### src/rtl/panel_sequencer.sv
// LED-cube layer scanner: loads, clocks, latches and displays one layer per pass.
// Define PANEL_SEQ_BRIGHTNESS_EN to add the brightness-reload phase driven by brightness_req.
module panel_sequencer #(
    parameter int WIDTH          = 16,
    parameter int CLK_DIV        = 2,
    parameter int NUM_LAYERS     = 8,
    parameter int LAYER_BITS     = 3,
    parameter int LATCH_CYCLES   = 2,
    parameter int DISPLAY_CYCLES = 1024
) (
    input  logic                  clk,
    input  logic                  reset_n,
    input  logic                  enable,
    input  logic                  brightness_req,
    output logic                  shift,
    output logic                  load_led_vals,
    output logic                  load_brightness,
    output logic                  serial_clk,
    output logic                  latch,
    output logic                  blank,
    output logic                  bright_mode,
    output logic [LAYER_BITS-1:0] layer,
    output logic                  frame_done,
    output logic                  busy
);

    localparam int DIV_W     = (CLK_DIV > 1) ? $clog2(CLK_DIV) : 1;
    localparam int BIT_W     = (WIDTH > 1) ? $clog2(WIDTH) : 1;
    localparam int DWELL_MAX = (LATCH_CYCLES > DISPLAY_CYCLES) ? LATCH_CYCLES : DISPLAY_CYCLES;
    localparam int DWELL_W   = (DWELL_MAX > 1) ? $clog2(DWELL_MAX) : 1;

    localparam logic [DIV_W-1:0]      DIV_LAST     = DIV_W'(CLK_DIV - 1);
    localparam logic [BIT_W-1:0]      BIT_LAST     = BIT_W'(WIDTH - 1);
    localparam logic [DWELL_W-1:0]    LATCH_LAST   = DWELL_W'(LATCH_CYCLES - 1);
    localparam logic [DWELL_W-1:0]    DISPLAY_LAST = DWELL_W'(DISPLAY_CYCLES - 1);
    localparam logic [LAYER_BITS-1:0] LAYER_LAST   = LAYER_BITS'(NUM_LAYERS - 1);

    typedef enum logic [2:0] {
        S_IDLE,
        S_LOAD,
        S_SHIFT_LO,
        S_SHIFT_HI,
        S_LATCH,
        S_DISPLAY
    } state_e;

    state_e                  state_q, state_d;
    logic [DIV_W-1:0]        div_q, div_d;
    logic [BIT_W-1:0]        bit_q, bit_d;
    logic [DWELL_W-1:0]      dwell_q, dwell_d;
    logic [LAYER_BITS-1:0]   layer_q, layer_d;
    logic                    bright_q, bright_d;
    logic                    bright_avail;
    logic                    wrap;

    logic shift_q, shift_d;
    logic load_led_q, load_led_d;
    logic load_bright_q, load_bright_d;
    logic sclk_q, sclk_d;
    logic latch_q, latch_d;
    logic blank_q, blank_d;
    logic bright_mode_q, bright_mode_d;
    logic frame_done_q, frame_done_d;
    logic busy_q, busy_d;

`ifdef PANEL_SEQ_BRIGHTNESS_EN
    logic pending_q, pending_d;
    logic take_bright;

    // A brightness phase begins exactly when bright rises; a request in that same cycle survives.
    assign take_bright  = bright_d & ~bright_q;
    assign bright_avail = pending_q;

    always_comb begin
        pending_d = pending_q;
        if (take_bright)    pending_d = 1'b0;
        if (brightness_req) pending_d = 1'b1;
    end

    always_ff @(posedge clk or negedge reset_n) begin
        if (!reset_n) pending_q <= 1'b0;
        else          pending_q <= pending_d;
    end
`else
    logic unused_brightness_req;
    assign unused_brightness_req = brightness_req;
    assign bright_avail          = 1'b0;
`endif

    // State register, counters and registered outputs.
    always_ff @(posedge clk or negedge reset_n) begin
        if (!reset_n) begin
            state_q       <= S_IDLE;
            div_q         <= '0;
            bit_q         <= '0;
            dwell_q       <= '0;
            layer_q       <= '0;
            bright_q      <= 1'b0;
            shift_q       <= 1'b0;
            load_led_q    <= 1'b0;
            load_bright_q <= 1'b0;
            sclk_q        <= 1'b0;
            latch_q       <= 1'b0;
            blank_q       <= 1'b1;
            bright_mode_q <= 1'b0;
            frame_done_q  <= 1'b0;
            busy_q        <= 1'b0;
        end else begin
            // NOTE: non-blocking assignments so every register samples the pre-edge values.
            state_q       <= state_d;
            div_q         <= div_d;
            bit_q         <= bit_d;
            dwell_q       <= dwell_d;
            layer_q       <= layer_d;
            bright_q      <= bright_d;
            shift_q       <= shift_d;
            load_led_q    <= load_led_d;
            load_bright_q <= load_bright_d;
            sclk_q        <= sclk_d;
            latch_q       <= latch_d;
            blank_q       <= blank_d;
            bright_mode_q <= bright_mode_d;
            frame_done_q  <= frame_done_d;
            busy_q        <= busy_d;
        end
    end

    always_comb begin
        // NOTE: hold-by-default assignments keep this block free of inferred latches.
        state_d  = state_q;
        div_d    = div_q;
        bit_d    = bit_q;
        dwell_d  = dwell_q;
        layer_d  = layer_q;
        bright_d = bright_q;
        wrap     = 1'b0;
        case (state_q)
            S_IDLE: begin
                if (enable) begin
                    state_d  = S_LOAD;
                    bright_d = bright_avail;
                end
            end
            S_LOAD: begin
                state_d = S_SHIFT_LO;
                div_d   = '0;
                bit_d   = '0;
            end
            S_SHIFT_LO: begin
                if (div_q == DIV_LAST) begin
                    state_d = S_SHIFT_HI;
                    div_d   = '0;
                end else begin
                    div_d = div_q + 1'b1;
                end
            end
            S_SHIFT_HI: begin
                if (div_q == DIV_LAST) begin
                    div_d = '0;
                    if (bit_q == BIT_LAST) begin
                        state_d = S_LATCH;
                        dwell_d = '0;
                    end else begin
                        state_d = S_SHIFT_LO;
                        bit_d   = bit_q + 1'b1;
                    end
                end else begin
                    div_d = div_q + 1'b1;
                end
            end
            S_LATCH: begin
                if (dwell_q == LATCH_LAST) begin
                    dwell_d = '0;
                    if (bright_q) begin
                        // Brightness data latched: reload LED values for the same layer.
                        state_d  = S_LOAD;
                        bright_d = 1'b0;
                    end else begin
                        state_d = S_DISPLAY;
                    end
                end else begin
                    dwell_d = dwell_q + 1'b1;
                end
            end
            S_DISPLAY: begin
                if (dwell_q == DISPLAY_LAST) begin
                    dwell_d = '0;
                    wrap    = (layer_q == LAYER_LAST);
                    layer_d = (layer_q == LAYER_LAST) ? '0 : layer_q + 1'b1;
                    if (enable) begin
                        state_d  = S_LOAD;
                        bright_d = bright_avail;
                    end else begin
                        state_d = S_IDLE;
                    end
                end else begin
                    dwell_d = dwell_q + 1'b1;
                end
            end
            default: state_d = S_IDLE;
        endcase
    end

    // Outputs are decoded from the next state so the registered copies line up with state_q.
    always_comb begin
        shift_d       = (state_d == S_SHIFT_HI) && (div_d == DIV_LAST);
        load_led_d    = (state_d == S_LOAD) && !bright_d;
        load_bright_d = (state_d == S_LOAD) && bright_d;
        sclk_d        = (state_d == S_SHIFT_HI);
        latch_d       = (state_d == S_LATCH);
        blank_d       = (state_d != S_DISPLAY);
        bright_mode_d = bright_d && (state_d != S_IDLE) && (state_d != S_DISPLAY);
        frame_done_d  = wrap;
        busy_d        = (state_d != S_IDLE);
    end

    assign shift           = shift_q;
    assign load_led_vals   = load_led_q;
    assign load_brightness = load_bright_q;
    assign serial_clk      = sclk_q;
    assign latch           = latch_q;
    assign blank           = blank_q;
    assign bright_mode     = bright_mode_q;
    assign layer           = layer_q;
    assign frame_done      = frame_done_q;
    assign busy            = busy_q;

endmodule

### config.mk
export PLATFORM = sky130hd
export DESIGN_NAME = panel_sequencer
export DESIGN_NICKNAME = d
export VERILOG_FILES = /design/src/rtl/panel_sequencer.sv
export SDC_FILE = /design/constraint.sdc
export NUM_CORES = 1
export LEC_CHECK = 0
export ABC_AREA = 1
export CORE_MARGIN = 2
export CORE_UTILIZATION = 60
export CTS_CLUSTER_DIAMETER = 80
export DETAILED_ROUTE_END_ITERATION = 16
export PLACE_DENSITY = 0.83
export RECOVER_POWER = 25
export SETUP_SLACK_MARGIN = 0.4
export SLEW_MARGIN = 20
export SYNTH_ARGS = -nofsm -noshare
export SYNTH_HDL_FRONTEND = slang
export SYNTH_SLANG_ARGS = --single-unit
export TNS_END_PERCENT = 50
### constraint.sdc
create_clock -name clk -period 4.4 [get_ports clk]
set_input_delay 0.66 -clock clk [delete_from_list [all_inputs] [get_ports clk]]
set_output_delay 0.66 -clock clk [all_outputs]
set_load 0.01 [all_outputs]
==> impl_metrics.py, run 1 <==
metrics = {
    "worst_setup_path": {
        "critPathKind": "primary input to async pin",
        "critical_path_max_stage_delay_ns": 1.15,
        "cpMaxStageDelayCell": "sky130_fd_sc_hd__clkbuf_1",
        "timing.critical_path.cells": "dlygate4sd3_1 > clkbuf_1",
        "setup.worst_path.end_class": "async pin",
        "crit_arrival_ns": 2.33,
        "cp-start-kind": "primary input",
        "timing.critical_path.required_ns": 4.57,
        "crit_path_max_fanout": 31,
        "path_buf_inv": 2,
        "path_delay_family": "buffers and inverters",
    },
    "timing": {
        "aggregate_negative_setup_slack_ns": 0,
        "slew_violations": 32,
        "grt_setup_unrepaired": "false",
        "layout_setup_ws_ns": 2.236,
        "period_share": 0.4918,
        "period_minus_slack_ns": 2.164,
        "slew_margin_rel": -0.05863,
        "setup_viol_count_final": 0,
        "timing.final.hold_violations": 0,
        "clock.fmax_mhz": 462.1,
        "worst_clock_skew_ns": 0.005556,
        "worst_pin_slew_ns": 1.588,
        "timing.hold.ws_ns": 0.5117,
    },
    "clock_network": {
        "clk-insertion-delay-late_ns": 0.33,
        "post_cts_resize_count": 0,
        "cts_setup_buffers": 0,
        "path_clk_slew_ns": 0.09,
        "cts_root_buffer": "sky130_fd_sc_hd__clkbuf_4",
        "cts_buffers": 5,
        "cts_max_level": 2,
        "clk_path_buf_depth": 2,
        "hold_buffers": 0,
        "cts_tree": "yes",
        "clkSinkCount": 31,
    },
    "placed_design": {
        "gpl.final_weighted_congestion": 0.8408,
        "place_ws_ns": 2.430,
        "post_dp_cell_area_um2": 1789,
        "dp.cells": 235,
        "post-dp-hpwl_mm": 2.192,
        "io_buffers": 14,
    },
    "yosys": {
        "synth_top_area_cell": "sky130_fd_sc_hd__dfrtp_1",
        "synth-edff-count": 0,
        "netlist_cell_types": 25,
        "avgSynthCellArea_um2": 8.437,
        "netlist.area_leader.share": 0.4658,
        "flop_and_latch_count_out_of_synthesis": 31,
        "netlist_instances": 191,
        "synthesis.nets": 200,
        "synth.area.top_cells": "sky130_fd_sc_hd__dfrtp_1, sky130_fd_sc_hd__nand2_1, sky130_fd_sc_hd__inv_1, sky130_fd_sc_hd__nor2_1, sky130_fd_sc_hd__ha_1",
        "synth_most_common_cell": "sky130_fd_sc_hd__nand2_1",
        "synthesis.yosys.warnings": 0,
        "ys.flop_type": "sky130_fd_sc_hd__dfrtp_1",
        "synth_seq_area_share": 0.4821,
        "synthTopCellsByCount": "sky130_fd_sc_hd__nand2_1, sky130_fd_sc_hd__dfrtp_1, sky130_fd_sc_hd__inv_1",
        "post_synth_instance_area_um2": 1612,
        "asyncSetResetFlopFracSynth": 1.000,
    },
    "routing": {
        "wl_per_cell_um": 11.91,
        "ant_nets": 0,
        "route.final.wire_length_mm": 2.894,
        "dr_total_vias": 1293,
        "detail_route.first_pass.iterations": 4,
        "drtIter0Drc": 36,
        "avgViaCountPerCell": 5.321,
        "route.detailed.drc": 0,
    },
    "global_route": {
        "grt_ovf": 0,
        "pin_count_of_the_biggest_net_entering_global_routing": 32,
        "grt_pass1_vias": 1255,
        "grt_first_pass_wirelength_mm": 5.161,
        "grt_util_all_layers": 0.2148,
        "initial_antenna_violation_count": 0,
    },
    "pwr": {
        "final_power_mw": 0.4817,
        "vdd.ir_drop.worst_mv": 0.2263,
        "leakagePower_nw": 0.9125,
        "power_density_nw_per_um2": 261.2,
    },
    "outcome": {
        "run_status": "complete, but fails checks",
        "failing_checks": "max-capacitance violations, max-slew violations",
    },
    "floorplanning": {
        "die_area_um2": 3116,
        "row_count": 18,
        "chipWidth_um": 55.83,
        "design.core.area_um2": 2522,
        "io_pins": 16,
        "start_util": 0.6389,
        "die_height_um": 55.83,
    },
    "hold_path": {
        "worst_hold_path_type": "flop to flop",
    },
    "finish": {
        "syn2layout_area_growth_pct": 14.44,
        "layoutNonFillerInstCount": 243,
        "post-route-util": 0.7312,
        "drive_gt1_frac": 0.1408,
        "antennaDiodeCount": 0,
        "final_area_um2": 1844,
        "design.final.nets": 221,
    },
    "job": {
        "drv.max_cap_violation_count": 1,
    },
}
area by class of cell:
cell class / count / area, um2
Sequential cell: 31 / 777.0
Multi-Input combinational cell: 132 / 715.7
Fill cell: 204 / 678.2
Timing Repair Buffer: 15 / 143.9
Inverter: 27 / 101.3
Clock buffer: 8 / 68.82
Tap cell: 30 / 37.54
layout by cell type (no fill, tap or decap):
| master | instances |
|---|---|
| sky130_fd_sc_hd__a21oi_1 | 12 |
| sky130_fd_sc_hd__a22o_1 | 1 |
| sky130_fd_sc_hd__and3_1 | 1 |
| sky130_fd_sc_hd__clkbuf_1 | 2 |
| sky130_fd_sc_hd__clkbuf_4 | 5 |
| sky130_fd_sc_hd__clkbuf_8 | 2 |
| sky130_fd_sc_hd__clkdlybuf4s50_1 | 13 |
| sky130_fd_sc_hd__conb_1 | 1 |
| sky130_fd_sc_hd__dfrtp_1 | 30 |
| sky130_fd_sc_hd__dfstp_2 | 1 |
| sky130_fd_sc_hd__dlygate4sd3_1 | 1 |
| sky130_fd_sc_hd__ha_1 | 5 |
| sky130_fd_sc_hd__inv_1 | 25 |
| sky130_fd_sc_hd__inv_2 | 2 |
| sky130_fd_sc_hd__mux2_2 | 1 |
| sky130_fd_sc_hd__nand2_1 | 41 |
| sky130_fd_sc_hd__nand2_2 | 5 |
| sky130_fd_sc_hd__nand2_4 | 2 |
| sky130_fd_sc_hd__nand3_1 | 10 |
| sky130_fd_sc_hd__nand3_2 | 6 |
| sky130_fd_sc_hd__nand4_1 | 5 |
| sky130_fd_sc_hd__nor2_1 | 23 |
| sky130_fd_sc_hd__nor2_2 | 3 |
| sky130_fd_sc_hd__nor2_4 | 3 |
| sky130_fd_sc_hd__nor3_1 | 1 |
| sky130_fd_sc_hd__o21a_1 | 1 |
| sky130_fd_sc_hd__o21ai_0 | 7 |
| sky130_fd_sc_hd__o21ai_1 | 2 |
| sky130_fd_sc_hd__xor2_1 | 2 |
routing by layer:
layer,up-vias,global-route usage,wire [um],share of wire
li1,651,-,-,-
met1,599,0.2511,1231,0.43
met2,36,0.3588,1431,0.49
met3,7,0.05814,183,0.063
met4,0,0.1156,47,0.016
met5,-,0,0,0
final timing paths:
kind	from	end	slack, ns	cells after the start
setup / recovery	reset_n	dwell_q[3]$_DFFE_PN0P_	2.24	2
hold / removal	bright_q$_DFF_PN0_	bright_q$_DFF_PN0_	0.51	2
setup reg to reg	dwell_q[0]$_DFFE_PN0P_	dwell_q[3]$_DFFE_PN0P_	2.76	8
hold reg to reg	bright_q$_DFF_PN0_	bright_q$_DFF_PN0_	0.51	2
max in group clk	blank$_DFF_PN1_	blank	2.36	1
min in group asynchronous	reset_n	bit_q[3]$_DFFE_PN0P_	1.25	2
cells by family (layout without fill, tap and decap cells):
logic type      count (synthesis)  in the layout  share of synthesized area
compound gates                 23             23                    0.07531
xor+xnor                        2              2                    0.01087
fa+ha+maj                       5              5                    0.03882
buf+inv                        28             50                    0.06755
flops                          31             31                     0.4821
mux                             1              1                   0.006987
other cells                     1              1                   0.002327
simple gates                  100            100                     0.3160
state kept, by name, summed over array words and instances, names as in the netlist:
signal / count
dwell_q: 10
bit_q: 4
layer: 3
state_q: 3
blank: 1
bright_mode: 1
bright_q: 1
busy: 1
div_q: 1
frame_done: 1
latch: 1
load_brightness: 1
load_led_vals: 1
serial_clk: 1
shift: 1
power by group:
part           switching (mW)  total [mW]  internal [mW]
Combinational         0.00632     0.00879        0.00246
Sequential           0.000107       0.285          0.285
Clock                  0.0938       0.188         0.0939
Total                   0.100       0.482          0.382
Power figures use the tool's default switching activity.
==> run 2, diff against run 1 <==
CORE_UTILIZATION = 50   (was 60)
PLACE_DENSITY = 0.74   (was 0.83)
clock period = 1.9 ns   (was 4.4 ns; I/O delays follow)
==> impl_metrics.py, run 2 (synthesis results as in run 1) <==
metrics = {
    "outcome": {
        "run_status": "completed",
    },
    "clock_network": {
        "clk-insertion-delay-late_ns": 0.33,
        "cts_tree": "yes",
        "cts_max_level": 2,
        "hold_buffers": 0,
        "clk_path_buf_depth": 2,
        "cts_buffers": 5,
        "cts_root_buffer": "sky130_fd_sc_hd__clkbuf_4",
        "clkSinkCount": 31,
        "path_clk_slew_ns": 0.10,
    },
    "placed_design": {
        "gpl.final_weighted_congestion": 0.8232,
        "io_buffers": 14,
        "post-dp-hpwl_mm": 2.177,
        "dp.cells": 249,
        "post_dp_cell_area_um2": 1807,
        "place_ws_ns": 0.2443,
    },
    "global_route": {
        "grt_ovf": 0,
        "grt_pass1_vias": 1172,
        "grt_first_pass_wirelength_mm": 5.106,
        "initial_antenna_violation_count": 0,
        "grt_util_all_layers": 0.1914,
        "pin_count_of_the_biggest_net_entering_global_routing": 32,
    },
    "finish": {
        "num-fill-cells": 252,
        "layoutNonFillerInstCount": 266,
        "multi_input_comb_area_um2": 812.0,
        "registers.top_by_ff_count": "dwell_q",
        "final_area_um2": 2047,
        "post-route-util": 0.6705,
        "drive_gt1_frac": 0.2748,
        "layout.area.seq_um2": 778.2,
        "largest_register_ff_count": 10,
        "mostFrequentLayoutCell": "sky130_fd_sc_hd__nand2_1",
        "layout.cells.most_common_list": "sky130_fd_sc_hd__nand2_1, sky130_fd_sc_hd__dfrtp_1, sky130_fd_sc_hd__inv_1",
        "design.final.nets": 230,
        "antennaDiodeCount": 0,
        "syn2layout_area_growth_pct": 27.02,
        "largest_registers": "dwell_q: 10 flops, bit_q: 4 flops",
    },
    "timing": {
        "setup_viol_count_final": 0,
        "slew_margin_rel": 0.4957,
        "aggregate_negative_setup_slack_ns": 0,
        "timing.final.hold_violations": 0,
        "clock.fmax_mhz": 666.4,
        "slew_violations": 0,
        "layout_setup_ws_ns": 0.3994,
        "period_share": 0.7898,
        "worst_clock_skew_ns": 0.01140,
        "period_minus_slack_ns": 1.501,
        "timing.hold.ws_ns": 0.5124,
        "worst_pin_slew_ns": 0.7565,
        "grt_setup_unrepaired": "true",
    },
    "pwr": {
        "vdd.ir_drop.worst_mv": 0.4928,
        "power_density_nw_per_um2": 550.7,
        "final_power_mw": 1.127,
        "leakagePower_nw": 1.030,
    },
    "worst_setup_path": {
        "timing.critical_path.cells": "clkdlybuf4s50_1",
        "timing.critical_path.required_ns": 1.62,
        "path_delay_family": "buffers and inverters",
        "critPathKind": "flop to output pin",
        "cpMaxStageDelayCell": "sky130_fd_sc_hd__clkdlybuf4s50_1",
        "critical_path_max_stage_delay_ns": 0.53,
        "path_buf_inv": 1,
        "worst-r2r-setup-slack_ns": 0.40,
        "crit_arrival_ns": 1.22,
        "reg_to_reg_endpoint": "dwell_q[7]$_DFFE_PN0P_",
        "crit_path_max_fanout": 1,
        "cp-start-kind": "flop",
        "rr_worst_depth": 9,
        "critical_path_stages": 1,
        "reg_to_reg_startpoint": "dwell_q[0]$_DFFE_PN0P_",
        "setup.worst_path.end_class": "output pin",
    },
    "floorplanning": {
        "start_util": 0.5279,
        "die_height_um": 60.77,
        "die_area_um2": 3693,
        "io_pins": 16,
        "design.core.area_um2": 3053,
        "chipWidth_um": 60.77,
        "row_count": 20,
    },
    "routing": {
        "route.final.wire_length_mm": 3.082,
        "drtIter0Drc": 31,
        "dr_total_vias": 1340,
        "wl_per_cell_um": 11.59,
        "detail_route.first_pass.iterations": 4,
        "ant_nets": 0,
        "avgViaCountPerCell": 5.038,
        "route.detailed.drc": 0,
    },
    "hold_path": {
        "hp-start": "bright_q$_DFF_PN0_",
        "worst_hold_path_type": "flop to flop",
        "timing.hold.worst_path_depth": 2,
        "timing.hold.worst_endpoint": "bright_q$_DFF_PN0_",
    },
    "job": {
        "drv.max_cap_violation_count": 0,
    },
}
## run 2: changes by cell type in the layout (fill, tap and decap cells not counted), moves of 3 or more
cell                              previous run  this run
sky130_fd_sc_hd__nor2_1                     23        17
sky130_fd_sc_hd__dlymetal6s2s_1              0         3
sky130_fd_sc_hd__nand2_2                     5         8
sky130_fd_sc_hd__a21oi_1                    12         9
sky130_fd_sc_hd__nor2_4                      3         6
sky130_fd_sc_hd__clkdlybuf4s50_1            13         9
sky130_fd_sc_hd__nand2_1                    41        35
sky130_fd_sc_hd__a21oi_2                     0         3
sky130_fd_sc_hd__nand2_4                     2         5
sky130_fd_sc_hd__nor2_2                      3         6
sky130_fd_sc_hd__buf_4                       0         8
## run 2: routing by layer
metal  part of all wire  global-route usage  up-vias
li1                   -                   -      666
met1               0.41              0.2327      644
met2               0.53              0.3257       25
met3              0.049             0.04264        5
met4              0.016             0.08385        0
met5                  0                   0        -
## run 2: worst max-delay path by stage
| stage | from | slack, ns | endpoint |
|---|---|---|---|
| 6_report | serial_clk$_DFF_PN0_ | 0.40 | serial_clk |
| 5_1_grt | dwell_q[1]$_DFFE_PN0P_ | 0.32 | dwell_q[7]$_DFFE_PN0P_ |
| 3_3_place_gp | enable | 0.34 | bright_mode$_DFF_PN0_ |
| 2_1_floorplan | dwell_q[0]$_DFFE_PN0P_ | 0.49 | bright_mode$_DFF_PN0_ |
| 4_1_cts | layer[0]$_DFFE_PN0P_ | 0.34 | layer[0] |
| 3_5_place_dp | dwell_q[0]$_DFFE_PN0P_ | 0.24 | dwell_q[3]$_DFFE_PN0P_ |
## run 2: what timing repair did
| action | CTS | global route |
|---|---|---|
| resized for setup | 5 | 28 |
| pin swaps | 1 | 12 |
| endpoints found under the setup margin | 15 | 30 |
| setup buffers | 6 | 3 |
## run 2: where the power goes
part           internal, mW  total [mW]  switching (mW)
Sequential            0.660       0.661        0.000230
Clock                 0.216       0.446           0.230
Combinational       0.00597      0.0209          0.0149
## run 2: cell type report
class,instances,share of cell area
flip-flops and latches,31,0.3802
repair buffers,24,0.1088
inverters,27,0.05196
well taps,44,0.02689
clock buffers,7,0.03178
multi-input cells,132,0.3967
clock inverters,1,0.003667
